`src/rtl/operand_accumulator_8_bit_pkg.sv`:
```
// Shared definitions for the 8-bit operand accumulator: datapath width and FSM state encodings.
package operand_accumulator_8_bit_pkg;

    localparam int DATA_W = 8;

    typedef enum logic [1:0] {
        S_IDLE  = 2'd0,
        S_ACCUM = 2'd1,
        S_HOLD  = 2'd2
    } accState_e;

endpackage

```
`src/rtl/operand_accumulator_8_bit_if.sv`:
```
// Operand input stream and result output stream of the accumulator, both valid/ready.
// The master side is the operand source / result consumer; the slave side is the accumulator.
interface operand_accumulator_8_bit_if;
    import operand_accumulator_8_bit_pkg::*;

    logic              in_valid;
    logic              in_ready;
    logic [DATA_W-1:0] in_data;
    logic              out_valid;
    logic              out_ready;
    logic [DATA_W-1:0] out_sum;
    logic              out_carry;

    modport master (
        output in_valid,
        output in_data,
        output out_ready,
        input  in_ready,
        input  out_valid,
        input  out_sum,
        input  out_carry
    );

    modport slave (
        input  in_valid,
        input  in_data,
        input  out_ready,
        output in_ready,
        output out_valid,
        output out_sum,
        output out_carry
    );

endinterface

```
`src/rtl/operand_accumulator_8_bit_rca.sv`:
```
// Purely combinational ripple-carry adder built from a chain of full adders.
module ripple_carry_adder_8_bit
    import operand_accumulator_8_bit_pkg::*;
(
    input  logic [DATA_W-1:0] a_i,
    input  logic [DATA_W-1:0] b_i,
    input  logic              c0_i,
    output logic [DATA_W-1:0] sum_o,
    output logic              c8_o
);

    logic [DATA_W:0] carry;

    assign carry[0] = c0_i;

    genvar i;
    generate
        for (i = 0; i < DATA_W; i++) begin : g_fa
            assign sum_o[i]     = a_i[i] ^ b_i[i] ^ carry[i];
            assign carry[i + 1] = (a_i[i] & b_i[i]) | (carry[i] & (a_i[i] ^ b_i[i]));
        end
    endgenerate

    assign c8_o = carry[DATA_W];

endmodule

```
`src/rtl/operand_accumulator_8_bit.sv`:
```
// Folds NUM_OPS operands into a running 8-bit sum with a sticky carry flag.
// Optional build macro SATURATE_EN clamps the sum to 8'hFF on carry-out instead of wrapping.
module operand_accumulator_8_bit
    import operand_accumulator_8_bit_pkg::*;
#(
    parameter int unsigned NUM_OPS = 4,
    parameter int unsigned CNT_W   = 8
) (
    input  logic                        clk,
    input  logic                        rst,
    operand_accumulator_8_bit_if.slave  bus
);

    localparam logic [CNT_W-1:0] LAST_CNT = CNT_W'(NUM_OPS - 1);

    accState_e         state_q, state_d;
    logic [DATA_W-1:0] acc_q, acc_d;
    logic [CNT_W-1:0]  cnt_q, cnt_d;
    logic              flag_q, flag_d;

    logic              inReady;
    logic              accept;
    logic [DATA_W-1:0] adderA;
    logic [DATA_W-1:0] addSum;
    logic              addC8;
    logic [DATA_W-1:0] nextAcc;

    assign inReady = (state_q == S_IDLE) || (state_q == S_ACCUM);
    assign accept  = bus.in_valid & inReady;

    // A fresh sum starts from zero regardless of what the accumulator register holds
    assign adderA = (state_q == S_IDLE) ? '0 : acc_q;

    ripple_carry_adder_8_bit u_adder (
        .a_i   (adderA),
        .b_i   (bus.in_data),
        .c0_i  (1'b0),
        .sum_o (addSum),
        .c8_o  (addC8)
    );

`ifdef SATURATE_EN
    assign nextAcc = addC8 ? '1 : addSum;
`else
    assign nextAcc = addSum;
`endif

    always_ff @(posedge clk) begin
        if (rst) begin
            state_q <= S_IDLE;
            acc_q   <= '0;
            cnt_q   <= '0;
            flag_q  <= 1'b0;
        end else begin
            state_q <= state_d;
            acc_q   <= acc_d;
            cnt_q   <= cnt_d;
            flag_q  <= flag_d;
        end
    end

    always_comb begin
        state_d = state_q;
        acc_d   = acc_q;
        cnt_d   = cnt_q;
        flag_d  = flag_q;
        case (state_q)
            S_IDLE: begin
                if (accept) begin
                    acc_d   = nextAcc;
                    cnt_d   = CNT_W'(1);
                    flag_d  = 1'b0;
                    state_d = (NUM_OPS == 1) ? S_HOLD : S_ACCUM;
                end
            end
            S_ACCUM: begin
                if (accept) begin
                    acc_d  = nextAcc;
                    flag_d = flag_q | addC8;
                    cnt_d  = cnt_q + CNT_W'(1);
                    if (cnt_q == LAST_CNT) begin
                        state_d = S_HOLD;
                    end
                end
            end
            S_HOLD: begin
                if (bus.out_ready) begin
                    state_d = S_IDLE;
                    acc_d   = '0;
                    cnt_d   = '0;
                    flag_d  = 1'b0;
                end
            end
            default: begin
                state_d = S_IDLE;
                acc_d   = '0;
                cnt_d   = '0;
                flag_d  = 1'b0;
            end
        endcase
    end

    // Result is only presented while holding; partial sums never leak to the output
    assign bus.in_ready  = inReady;
    assign bus.out_valid = (state_q == S_HOLD);
    assign bus.out_sum   = (state_q == S_HOLD) ? acc_q : '0;
    assign bus.out_carry = (state_q == S_HOLD) ? flag_q : 1'b0;

endmodule
```
`src/flat_wrapper.sv`:
```
// flat-port wrapper written by rule: the top's interface ports become plain ports
module operand_accumulator_8_bit_flat import operand_accumulator_8_bit_pkg::*;
#(
    parameter int unsigned NUM_OPS = 4,
    parameter int unsigned CNT_W   = 8
)
  (clk, rst, bus_in_valid, bus_in_data, bus_out_ready, bus_in_ready, bus_out_valid, bus_out_sum, bus_out_carry);
  operand_accumulator_8_bit_if bus_i ();
  input  logic clk;
  input  logic rst;
  input wire logic [$bits(bus_i.in_valid)-1:0] bus_in_valid;
  input wire logic [$bits(bus_i.in_data)-1:0] bus_in_data;
  input wire logic [$bits(bus_i.out_ready)-1:0] bus_out_ready;
  output wire logic [$bits(bus_i.in_ready)-1:0] bus_in_ready;
  output wire logic [$bits(bus_i.out_valid)-1:0] bus_out_valid;
  output wire logic [$bits(bus_i.out_sum)-1:0] bus_out_sum;
  output wire logic [$bits(bus_i.out_carry)-1:0] bus_out_carry;
  assign bus_i.in_valid = bus_in_valid;
  assign bus_i.in_data = bus_in_data;
  assign bus_i.out_ready = bus_out_ready;
  assign bus_in_ready = bus_i.in_ready;
  assign bus_out_valid = bus_i.out_valid;
  assign bus_out_sum = bus_i.out_sum;
  assign bus_out_carry = bus_i.out_carry;
  operand_accumulator_8_bit #(.NUM_OPS(NUM_OPS), .CNT_W(CNT_W)) u_core (.clk(clk), .rst(rst), .bus(bus_i));
endmodule
```
`config.mk`:
```
export PLATFORM = sky130hd
export DESIGN_NAME = operand_accumulator_8_bit_flat
export DESIGN_NICKNAME = d
export VERILOG_FILES = /design/src/rtl/operand_accumulator_8_bit_pkg.sv /design/src/rtl/operand_accumulator_8_bit_if.sv /design/src/rtl/operand_accumulator_8_bit_rca.sv /design/src/rtl/operand_accumulator_8_bit.sv /design/src/flat_wrapper.sv
export SDC_FILE = /design/constraint.sdc
export NUM_CORES = 1
export LEC_CHECK = 0
export BUFFER_PORTS_ARGS = -buffer_cell sky130_fd_sc_hd__buf_2
export CORE_MARGIN = 4
export CORE_UTILIZATION = 50
export CTS_BUF_LIST = sky130_fd_sc_hd__clkbuf_8 sky130_fd_sc_hd__clkbuf_16
export CTS_CLUSTER_SIZE = 24
export DETAILED_ROUTE_END_ITERATION = 10
export GPL_ROUTABILITY_DRIVEN = 1
export PLACE_DENSITY = 0.85
export SLEW_MARGIN = 20
export SYNTH_ARGS = -nofsm -noshare
export SYNTH_HDL_FRONTEND = slang
export SYNTH_SLANG_ARGS = --single-unit
```
`constraint.sdc`:
```
create_clock -name clk -period 11.25 [get_ports clk]
set_clock_uncertainty 0.2 [all_clocks]
set_input_delay 0.5625 -clock clk [delete_from_list [all_inputs] [get_ports clk]]
set_output_delay 0.5625 -clock clk [all_outputs]
set_load 0.01 [all_outputs]
```
==> out/qor.csv <==
metric;value;unit
outcome;finished clean;
Worst setup SP type;flop;
most common flop cell mapped by yosys;dfxtp_1;
synth top area cells;dfxtp_1, fa_1, and2_1;
Iter 0 DRT Violations;20;
hold buffers post-CTS;0;
Critical Path RT;11.19;ns
fmax;228.0;MHz
Initial Util;53.19;%
number of port buffers;22;
num ports;23;
vias;936;
max-slew violation count;0;
full die area;0.002932;mm^2
setup TNS;0;ns
Synth cell types;29;
CTS clock-pin slew for the worst setup and hold paths;0.07;ns
hold_sp;u_core.acc_q[0];
top cell type's share of synthesized area;35.72;%
Final min period;4.385;ns
most frequent cell after synthesis;nor2_1;
hpwl dp;1.664;mm
Skew-Pair Late Insertion Delay;0.26;ns
Core Rows;16;
Final #Nets;171;
Cell Area, Synth;0.001065;mm^2
Routability Congestion;0.7523;
CP bufs+invs;4;
Area Overhead vs Synth;16.22;%
Die Wd;54.15;um
Num CTS Buffers;3;
r2r startpoint;u_core.state_q[1];
slowest CP cell;dfxtp_1;
Setup Buffers After CTS;0;
crit-path max cell delay;0.56;ns
CTS-repair resized insts;0;
synthesis-stage register bit count;19;
Syn Area/Cell;8.384;um^2
vias in the first global route;883;
period utilization;38.98;%
delay-heaviest family, CP;adder cells;
worst min-delay path class;flop to flop;
CP Cell Sequence;inv_1 -> nand2_1 -> and2_1 -> ha_1 -> inv_1 -> fa_1 -> fa_1 -> fa_1 -> fa_1 -> inv_1 -> fa_1 -> fa_1 -> inv_1 -> fa_1 -> nor3_1 -> a21oi_1 -> nor2_1;
# H-tree levels;1;
Peak VDD IR;0.00008717;V
Post-synth EDFFs;0;
Critical Path Fanout Max;12;
DRT Wirelength;2.290;mm
DRC violations left;0;
static leakage;0.5305;nW
total gr overflow;0;
largest area contributor in the synthesized netlist;dfxtp_1;
DRT antenna net count;0;
setup ws final;6.865;ns
sequential-to-total area share from yosys stat;35.72;%
clock buffer depth;2;
launch point of the critical path;u_core.state_q[1];
Die Height;54.15;um
CTS tree;done;
RSZ-0062 raised after global routing;false;
worst slew pin tran;0.8985;ns
Core Area;0.002002;mm^2
ratio of cells with drive above 1 in the final layout;18.79;%
Power Density;109.7;mW/mm^2
post-synthesis async set-or-reset flop share;0;%
clk sink count;19;
syn_nets;148;
most frequent cells after synthesis;nor2_1, dfxtp_1, and2_1;
initial antenna violation count;0;
vias per cell;5.318;
CTS Root Cell;clkbuf_8;
DR pass1 iterations;4;
Synth Instances;127;
average wire per standard cell;13.01;um
first-pass GRT wire length;3.829;mm
total global routing track utilization;18.17;%
final hold vios;0;
cell mode on critical path;fa_1;
Antenna Cells;0;
pin count of the biggest net entering global routing;14;
Place WS;6.847;ns
crit path kind;flop to flop;
Max-Slew Margin vs Limit;39.88;%
Max Cap Violations;0;
final setup fails;0;
kind of end point of the critical path;flop;
Critical Path AT;4.33;ns
Synth Warn #;0;
## cell type report
class	count	area, um^2
Fill cell	181	764.5
Multi-Input combinational cell	94	630.6
Sequential cell	19	380.4
Timing Repair Buffer	22	110.1
Clock buffer	3	41.29
Inverter	10	37.54
Tap cell	27	33.78
Clock inverter	1	3.754
## stage by stage
step / cell area, um^2 / cells / hold slack [ns] / utilization (%) / total power, mW
after floorplan: 1065 / 127 / 0.2317 / - / 0.08492
after global placement: 1192 / 172 / 0.2439 / 59.56 / 0.08940
after detailed placement: 1192 / 172 / 0.2639 / 59.56 / 0.09043
after CTS: 1237 / 176 / 0.2737 / 61.81 / 0.1375
after global routing: 1237 / 176 / 0.2916 / 61.81 / 0.1428
final: 1237 / 176 / 0.2703 / 61.81 / 0.1358
## cell families after synthesis
| group | share of synthesized area, % |
|---|---|
| AOI/OAI and AO/OA | 8.226 |
| xor gates and xnor gates | 4.113 |
| adders and majority gates | 15.51 |
| buffers and inverters | 5.053 |
| DFF | 35.72 |
| muxes | 0.9401 |
| and+or+nand+nor | 30.44 |
## power by group
| part | total [mW] | internal (mW) | switching [mW] |
|---|---|---|---|
| logic | 0.0163 | 0.00676 | 0.00955 |
| clock network | 0.0469 | 0.0243 | 0.0226 |
| registers | 0.0726 | 0.0702 | 0.00238 |
| total | 0.136 | 0.101 | 0.0345 |
## placed cells by master (no fill, tap or decap), types with 2 or more instances in the layout
cell type	netlist	final
clkbuf_8	0	3
fa_1	7	7
inv_1	10	11
nor2_1	20	20
dfxtp_1	19	19
ha_1	2	2
and2_1	12	12
a21oi_1	10	10
nand3_1	4	4
nor3_1	8	8
xnor2_1	4	4
buf_2	1	22
nand2_1	11	11
## tightest hold or removal path: cells and delay by family, from the launching register on
| family | cells | cell delay, ns |
|---|---|---|
| and+or+nand+nor | 1 | 0.06 |
| AOI/OAI and AO/OA | 1 | 0.05 |
| DFF | 1 | 0.32 |
## final timing paths
kind	to	slack (ns)	cells after the start
hold reg to reg	u_core.acc_q[0]	0.27	2
hold / removal	u_core.acc_q[0]	0.27	2
setup reg to reg	u_core.acc_q[7]	6.86	17
setup / recovery	u_core.acc_q[7]	6.86	17
## sequential cells by signal (all words and copies together) (netlist names)
register        count
u_core.acc_q        8
u_core.flag_q       1
u_core.state_q      2
u_core.cnt_q        8
## layer usage
metal / wire (um) / track usage (%)
met1: 1048 / 23.02
met2: 1106 / 29.88
met3: 101 / 4.986
met4: 34 / 5.394
met5: 0 / 0
Note: power is estimated with default switching activity, not from simulation.
